===== src/rtl/wb_pkg.sv =====
// Shared definitions for the write-back sequencer: MemtoReg codes, requester
// indices, FSM state type and the requester/sub-select to code mapping.
package wb_pkg;

  localparam int N_REQ = 4;

  typedef enum logic [1:0] {
    IDLE  = 2'd0,
    SETUP = 2'd1,
    WRITE = 2'd2
  } state_t;

  // Requester indices, matching the bit positions of req_valid / req_ack.
  localparam logic [1:0] REQ_LOAD  = 2'd0;
  localparam logic [1:0] REQ_SHIFT = 2'd1;
  localparam logic [1:0] REQ_HILO  = 2'd2;
  localparam logic [1:0] REQ_ALU   = 2'd3;

  // MemtoReg write-back mux select codes; 1000-1011 are spare mux inputs.
  localparam logic [3:0] MTR_EXT_I  = 4'b0000;
  localparam logic [3:0] MTR_EXT_II = 4'b0001;
  localparam logic [3:0] MTR_WRITE  = 4'b0010;
  localparam logic [3:0] MTR_SHIFT  = 4'b0011;
  localparam logic [3:0] MTR_HI     = 4'b0100;
  localparam logic [3:0] MTR_LO     = 4'b0101;
  localparam logic [3:0] MTR_ALUOUT = 4'b0110;
  localparam logic [3:0] MTR_LT     = 4'b0111;
  localparam logic [3:0] MTR_AUX0   = 4'b1000;
  localparam logic [3:0] MTR_AUX1   = 4'b1001;
  localparam logic [3:0] MTR_AUX2   = 4'b1010;
  localparam logic [3:0] MTR_AUX3   = 4'b1011;

  typedef struct packed {
    logic [3:0] code;
    logic       invalid;
  } wb_map_t;

  // Unknown sub-selects fall back to the ALU output path with the strobe killed.
  function automatic wb_map_t map_code(input logic [1:0] req, input logic [1:0] sel);
    wb_map_t m;
    m.code    = MTR_ALUOUT;
    m.invalid = 1'b1;
    case (req)
      REQ_LOAD: begin
        if (sel != 2'd3) begin
          m.code    = (sel == 2'd0) ? MTR_EXT_I : (sel == 2'd1) ? MTR_EXT_II : MTR_WRITE;
          m.invalid = 1'b0;
        end
      end
      REQ_SHIFT: begin
        m.code    = MTR_SHIFT;
        m.invalid = 1'b0;
      end
      REQ_HILO: begin
        if (sel < 2'd2) begin
          m.code    = sel[0] ? MTR_LO : MTR_HI;
          m.invalid = 1'b0;
        end
      end
      default: begin
        if (sel < 2'd2) begin
          m.code    = sel[0] ? MTR_LT : MTR_ALUOUT;
          m.invalid = 1'b0;
        end
      end
    endcase
    return m;
  endfunction

  function automatic logic [1:0] onehot_to_idx(input logic [3:0] oh);
    logic [1:0] idx;
    idx = 2'd0;
    for (int i = 0; i < N_REQ; i++) begin
      if (oh[i]) idx = 2'(i);
    end
    return idx;
  endfunction

endpackage


===== src/rtl/rr_arbiter4.sv =====
// Four-way round-robin arbiter: the first active request at or after ptr
// (wrapping) wins; grant is one-hot, or zero when nothing is requested.
module rr_arbiter4
  import wb_pkg::*;
(
  input  logic [3:0] req,
  input  logic [1:0] ptr,
  output logic [3:0] grant
);

  // Scan from the farthest offset down so the nearest one to ptr overwrites last.
  always_comb begin
    // NOTE: every combinational output gets a default first, so no path leaves it unassigned and no latch is inferred.
    grant = '0;
    for (int i = N_REQ - 1; i >= 0; i--) begin
      if (req[ptr + 2'(i)]) begin
        grant                = '0;
        grant[ptr + 2'(i)]   = 1'b1;
      end
    end
  end

endmodule


===== src/rtl/wb_sequencer.sv =====
// Write-back sequencer: arbitrates four requesters and drives the register-file
// write port through a three-state IDLE -> SETUP -> WRITE handshake.
module wb_sequencer
  import wb_pkg::*;
#(
  parameter bit ZERO_SUPPRESS = 1'b1
) (
  input  logic       clk,
  input  logic       reset_n,
  input  logic       flush,
  input  logic [3:0] req_valid,
  input  logic [1:0] req_sel0,
  input  logic [1:0] req_sel1,
  input  logic [1:0] req_sel2,
  input  logic [1:0] req_sel3,
  input  logic [4:0] req_rd0,
  input  logic [4:0] req_rd1,
  input  logic [4:0] req_rd2,
  input  logic [4:0] req_rd3,
  output logic [3:0] req_ack,
  output logic [3:0] MemtoReg,
  output logic [4:0] wb_rd,
  output logic       RegWrite,
  output logic       busy
);

  state_t     state_q, state_d;
  logic [1:0] ptr_q;
  logic [1:0] gnt_idx_q;
  logic       suppress_q;
  logic       grant_en;
  logic [3:0] grant;
  logic [1:0] grant_idx;
  logic [1:0] sel_g;
  logic [4:0] rd_g;
  wb_map_t    map_g;

  rr_arbiter4 u_arb (
    .req   (req_valid),
    .ptr   (ptr_q),
    .grant (grant)
  );

  assign grant_idx = onehot_to_idx(grant);

  always_comb begin
    sel_g = req_sel0;
    rd_g  = req_rd0;
    case (grant_idx)
      REQ_SHIFT: begin sel_g = req_sel1; rd_g = req_rd1; end
      REQ_HILO:  begin sel_g = req_sel2; rd_g = req_rd2; end
      REQ_ALU:   begin sel_g = req_sel3; rd_g = req_rd3; end
      default:   begin sel_g = req_sel0; rd_g = req_rd0; end
    endcase
  end

  assign map_g = map_code(grant_idx, sel_g);

  always_comb begin
    state_d  = state_q;
    grant_en = 1'b0;
    unique case (state_q)
      IDLE: begin
        if (!flush && (|req_valid)) begin
          grant_en = 1'b1;
          state_d  = SETUP;
        end
      end
      SETUP:   state_d = flush ? IDLE : WRITE;
      WRITE:   state_d = IDLE;
      default: state_d = IDLE;
    endcase
  end

  // Requester inputs are captured only on the grant cycle; the write then runs
  // from the latched copy, so requesters may change them freely afterwards.
  always_ff @(posedge clk or negedge reset_n) begin
    if (!reset_n) begin
      state_q    <= IDLE;
      ptr_q      <= '0;
      gnt_idx_q  <= '0;
      suppress_q <= 1'b0;
      MemtoReg   <= MTR_ALUOUT;
      wb_rd      <= '0;
    end else begin
      // NOTE: non-blocking assignments here so every register samples pre-edge values regardless of statement order.
      state_q <= state_d;
      if (grant_en) begin
        gnt_idx_q  <= grant_idx;
        MemtoReg   <= map_g.code;
        wb_rd      <= rd_g;
        suppress_q <= map_g.invalid || (ZERO_SUPPRESS && (rd_g == 5'd0));
      end
      // A flushed SETUP never reaches WRITE, so the pointer only moves on completion.
      if (state_q == WRITE) begin
        ptr_q <= gnt_idx_q + 2'd1;
      end
    end
  end

  assign busy     = (state_q != IDLE);
  assign RegWrite = (state_q == WRITE) && !suppress_q;
  assign req_ack  = (state_q == WRITE) ? (4'b0001 << gnt_idx_q) : 4'b0000;

endmodule


===== config.mk =====
export PLATFORM = sky130hd
export DESIGN_NAME = wb_sequencer
export DESIGN_NICKNAME = d
export VERILOG_FILES = /design/src/rtl/wb_pkg.sv /design/src/rtl/rr_arbiter4.sv /design/src/rtl/wb_sequencer.sv
export SDC_FILE = /design/constraint.sdc
export NUM_CORES = 1
export LEC_CHECK = 0
export BUFFER_PORTS_ARGS = -buffer_cell sky130_fd_sc_hd__buf_2
export CAP_MARGIN = 20
export CORE_ASPECT_RATIO = 1.2
export CORE_UTILIZATION = 50
export DETAILED_ROUTE_END_ITERATION = 8
export MAX_ROUTING_LAYER = met4
export PLACE_DENSITY = 0.76
export RECOVER_POWER = 100
export SLEW_MARGIN = 20
export SYNTH_ARGS = -nofsm -noshare
export SYNTH_HDL_FRONTEND = slang
export SYNTH_HIERARCHICAL = 1
export SYNTH_SLANG_ARGS = --single-unit

===== constraint.sdc =====
create_clock -name clk -period 4.2 [get_ports clk]
set_input_delay 0.84 -clock clk [delete_from_list [all_inputs] [get_ports clk]]
set_output_delay 0.84 -clock clk [all_outputs]
set_load 0.01 [all_outputs]

==> results of run 1 <==
==> worst paths after layout <==
check / start / endpoint / slack, ns / cells past startpoint
setup / recovery: ptr_q[0]$_DFFE_PN0P_ / suppress_q$_DFFE_PN0P_ / 0.67 / 10
hold / removal: wb_rd[4]$_DFFE_PN0P_ / wb_rd[4]$_DFFE_PN0P_ / 0.50 / 2
setup reg to reg: ptr_q[0]$_DFFE_PN0P_ / suppress_q$_DFFE_PN0P_ / 0.67 / 10
hold reg to reg: wb_rd[4]$_DFFE_PN0P_ / wb_rd[4]$_DFFE_PN0P_ / 0.50 / 2
max in group asynchronous: reset_n / state_q[1]$_DFFE_PN0P_ / 3.12 / 1
min in group asynchronous: reset_n / wb_rd[4]$_DFFE_PN0P_ / 0.60 / 1
==> per-layer routing <==
metal / up-vias / global-route usage (%)
met5: - / -
met4: 0 / 5.31
met3: 3 / 2.82
met2: 41 / 45.9
met1: 606 / 26.2
li1: 637 / -
==> power breakdown <==
group          internal, uW  switching [uW]
clock                  36.9            47.3
combinational           414             534
sequential              213            65.2
total                   664             646
==> placed cells by master, fill, tap and decap left out, types with 2 or more instances in the layout <==
cell	count
buf_4	2
clkbuf_4	3
o41ai_2	2
o31ai_1	5
nor2b_1	7
ha_1	11
o21a_1	2
clkbuf_1	15
nor3b_1	2
nand2_1	25
mux2i_1	2
nor2_1	9
and2_0	3
o21ai_0	8
o31a_1	3
nor4b_1	5
mux4_2	4
nor3_1	2
nor3b_2	2
inv_1	7
dfstp_2	2
buf_2	35
a31oi_1	7
dfrtp_1	13
o22ai_1	3
a21oi_1	2
==> sequential cells by signal, indices dropped and copies added, names as in the netlist <==
| register | count |
|---|---|
| gnt_idx_q | 2 |
| wb_rd | 5 |
| suppress_q | 1 |
| ptr_q | 2 |
| MemtoReg | 3 |
| state_q | 2 |
==> through the flow <==
stage                     worst slack, ns  hold slack [ns]  power (uW)
after floorplan                      1.16            0.457        1060
after global placement              0.811            0.475        1210
after detailed placement            0.796            0.485        1250
after CTS                           0.895            0.446        1330
after global routing                0.422            0.530        1440
final                               0.667            0.502        1310
==> critical path: stages (launching register included) <==
cell      delay [ns]
dfrtp_1         0.57
inv_1           0.17
ha_1            0.36
mux4_2          0.35
nand2b_4        0.11
o22ai_1         0.07
a31oi_1         0.15
clkbuf_1        0.61
nor4b_1         0.14
or4_4           0.56
o41ai_2         0.34
==> area by class of cell <==
class                      count  area share [%]
multi-input combinational    119            55.1
inverter                       8            1.88
clock buffer                   4            1.64
timing repair buffer          51            15.2
tap                           33            2.58
sequential                    15            23.6
==> metrics.txt, run 1 <==
total CTS buffers 3; CP required 4.39 ns; status finished, final reports clean; RSZ-0062 raised after global routing false; DR WL met2 1760 microns; first-pass detailed-route iteration total 5; Synth Instances 151; leakage power 0.000726 uW; Hold Vio Cnt, Final 0; P per Cell Area 819 nW/um^2; core area 2550 sq um; # clock sinks 15; Worst Setup Start Kind flop; CTS Hold Bufs 0; Die Y 59.1 microns; die area 2930 sq um; DRC violations left 0; first-pass GRT wire length 5210 microns; top layer reached by signal wires met4; Post-CTS Setup Inserts 0; CP Max Fanout 21; drt first-iter violations 36; gr ovfl total 0; # IOs 50; Rel. slew slack 48.1%; wl on met1 1230 microns; Die Wd 49.6 microns; ant diodes 0; GRT Resource Usage Total 23.9%; initial antenna violation count 0; Post-Route Setup TNS 0 ns; CTS tree built; MaxCap Viol Count 0; Max Slew Vio Count 0; Fmax achieved 283 MHz; number of global-route vias before repair 1223; Final Skew 0.00293 ns; largest net degree at the start of global routing 22; Routed WL 3140 microns; Via-to-Cell Ratio 5.60; Syn Std Cell Area 1360 sq um; maximum vdd drop 547 uV; RePlAce Congestion 0.836; min-delay worst type reg2reg; H-tree level count 1; Arr. time, crit path 3.72 ns; crit share post-route 84.1%; IO buf count 47; starting density of the core 53.3%; Synth Warn # 6; endpoints failing setup 0; total number of vias 1287; fin crit period 3.53 ns; Max clock buf depth 2; final core occ 62.7%; Setup crit end kind flop; Design Area, Final 1600 sq um; CTS-repair resized insts 0; Crit Path Category reg2reg; fin cells 230; Worst-Margin Slew 0.778 ns; multi-input logic area 882 sq um; syn_area_per_cell 9.01 sq um; routed length per placed instance 13.7 microns; placed cell count 226; fillcell total 244; CTS clock-pin slew for the worst setup and hold paths 0.09 ns; dpl hpwl 2550 microns; area grow syn2layout 17.7%; final net count 244; Worst-Skew Late Latency 0.29 ns; Post-DRT Antenna Nets 0; register area 378 sq um; WL met3 131 microns; post-synth net total 197; row cnt 20; CTS Root Cell clkbuf_4; fraction of layout instances using a drive strength above 1 28.9%; dpl cell area 1600 sq um
No activity file was read; power rests on OpenSTA's default activity.
==> inputs of run 2 (changes only) <==
ABC_AREA = 1   (was unset)
clock period = 3.4 ns   (was 4.2 ns; I/O delays follow)
==> metrics.txt, run 2 <==
R2R cell count 17; ant diodes 0; CTS-repair resized insts 0; total CTS buffers 3; first-pass GRT wire length 5180 microns; final net count 297; routed length per placed instance 10.9 microns; CP required 3.62 ns; CTS Root Cell clkbuf_4; Post-CTS Setup Inserts 0; Synth Warn # 6; dpl hpwl 2500 microns; Syn Std Cell Area 1370 sq um; die area 2950 sq um; Via-to-Cell Ratio 4.86; syn_area_per_cell 6.78 sq um; Worst Setup Start Kind flop; gr ovfl total 0; min-delay worst type in2async; commonest non-fill, non-tap cell in the layout nand2_1; Final WS setup 0.532 ns; max reg flops 5; Rel. slew slack 49.8%; Setup crit end kind flop; Top reg by flops wb_rd; crit path from ptr_q[1]$_DFFE_PN0P_; GRT Resource Usage Total 24.1%; Max clock buf depth 2; maximum vdd drop 777 uV; post-synth net total 248; largest net degree at the start of global routing 16; leakage power 0.000884 uW; Post-DRT Antenna Nets 0; endpoints failing setup 0; DRC violations left 0; Final Skew 0.00355 ns; RePlAce Congestion 0.873; Die Y 59.3 microns; Place WS 0.685 ns; CP Max Fanout 10; CTS clock-pin slew for the worst setup and hold paths 0.09 ns; Crit Path Category reg2reg; IO buf count 48; row cnt 20; R2R Path End suppress_q$_DFFE_PN0P_; CTS tree built; Hold Vio Cnt, Final 0; MaxCap Viol Count 0; # IOs 50; P per Cell Area 1100 nW/um^2; crit share post-route 84.4%; number of global-route vias before repair 1295; starting density of the core 53.2%; Worst-Margin Slew 0.753 ns; status finished, final reports clean; fraction of layout instances using a drive strength above 1 22.0%; Die Wd 49.8 microns; Routed WL 3080 microns; Synth Instances 202; first-pass detailed-route iteration total 4; Crit Reg-Reg Startpoint ptr_q[1]$_DFFE_PN0P_; RSZ-0062 raised after global routing false; Arr. time, crit path 3.08 ns; Reg2Reg Setup Slack 0.53 ns; total number of vias 1375; CTS Hold Bufs 0; H-tree level count 1; core area 2580 sq um; fin crit period 2.87 ns; area grow syn2layout 16.5%; Max Slew Vio Count 0; initial antenna violation count 0; Post-Route Setup TNS 0 ns; most frequent cells in the layout 61 x nand2_1, 32 x buf_2, 29 x nand3_1; fillcell total 251; Top Registers wb_rd x5, MemtoReg x3; CP Capture Point suppress_q$_DFFE_PN0P_; Worst-Skew Late Latency 0.29 ns; drt first-iter violations 43; # clock sinks 15; Fmax achieved 349 MHz
## run 2: worst max-delay path, stage by stage (launching register included)
cell and delay (ns):
dfrtp_1 0.51, inv_1 0.19, ha_1 0.36, inv_1 0.07, nand3_2 0.06, nand2_1 0.11
o21ai_0 0.17, inv_1 0.06, nand2_1 0.06, nand2_1 0.22, clkinv_4 0.16, nand2_4 0.06
nor2_1 0.16, inv_1 0.11, or2_0 0.20, nand2_1 0.08, nand3_1 0.08, a21oi_1 0.13
## run 2: area by class of cell
cell class	instances	area, sq um	area share (%)
inverters	27	106	6.66
flip-flops and latches	15	378	23.7
clock buffers	4	26.3	1.65
repair buffers	48	220	13.8
well taps	33	41.3	2.59
multi-input cells	156	825	51.6
## run 2: metal layers
layer / vias to the layer above / global-route usage (%) / part of all wire [%]
met5: - / - / 0
met2: 28 / 43.8 / 51
met1: 613 / 25.4 / 44
met3: 9 / 3.85 / 2.4
li1: 725 / - / -
met4: 0 / 11.0 / 2.4
## run 2: worst min-delay path by stage
stage | end | slack [ns]
finish | wb_rd[1]$_DFFE_PN0P_ | 0.43
detailed placement | state_q[1]$_DFFE_PN0P_ | 0.46
CTS | ptr_q[1]$_DFFE_PN0P_ | 0.28
floorplan | MemtoReg[0]$_DFFE_PN0P_ | 0.38
global placement | state_q[1]$_DFFE_PN0P_ | 0.45
global route | state_q[1]$_DFFE_PN0P_ | 0.49
## run 2: report_power, final
part | leakage [uW] | switching (uW) | internal [uW]
Clock | 0.0000150 | 56.2 | 45.7
Sequential | 0.000180 | 76.1 | 266
Combinational | 0.000689 | 858 | 451
## run 2: through the flow
stage / hold slack [ns] / instances / power (uW) / util [%] / cell area [sq um]
after detailed placement: 0.457 / 279 / 1710 / 62.7 / 1620
after floorplan: 0.384 / 202 / 1460 / - / 1370
after CTS: 0.279 / 283 / 1820 / 63.7 / 1640
after global routing: 0.490 / 283 / 1970 / 61.9 / 1600
after global placement: 0.451 / 279 / 1690 / 62.7 / 1620
final: 0.427 / 283 / 1750 / 61.9 / 1600
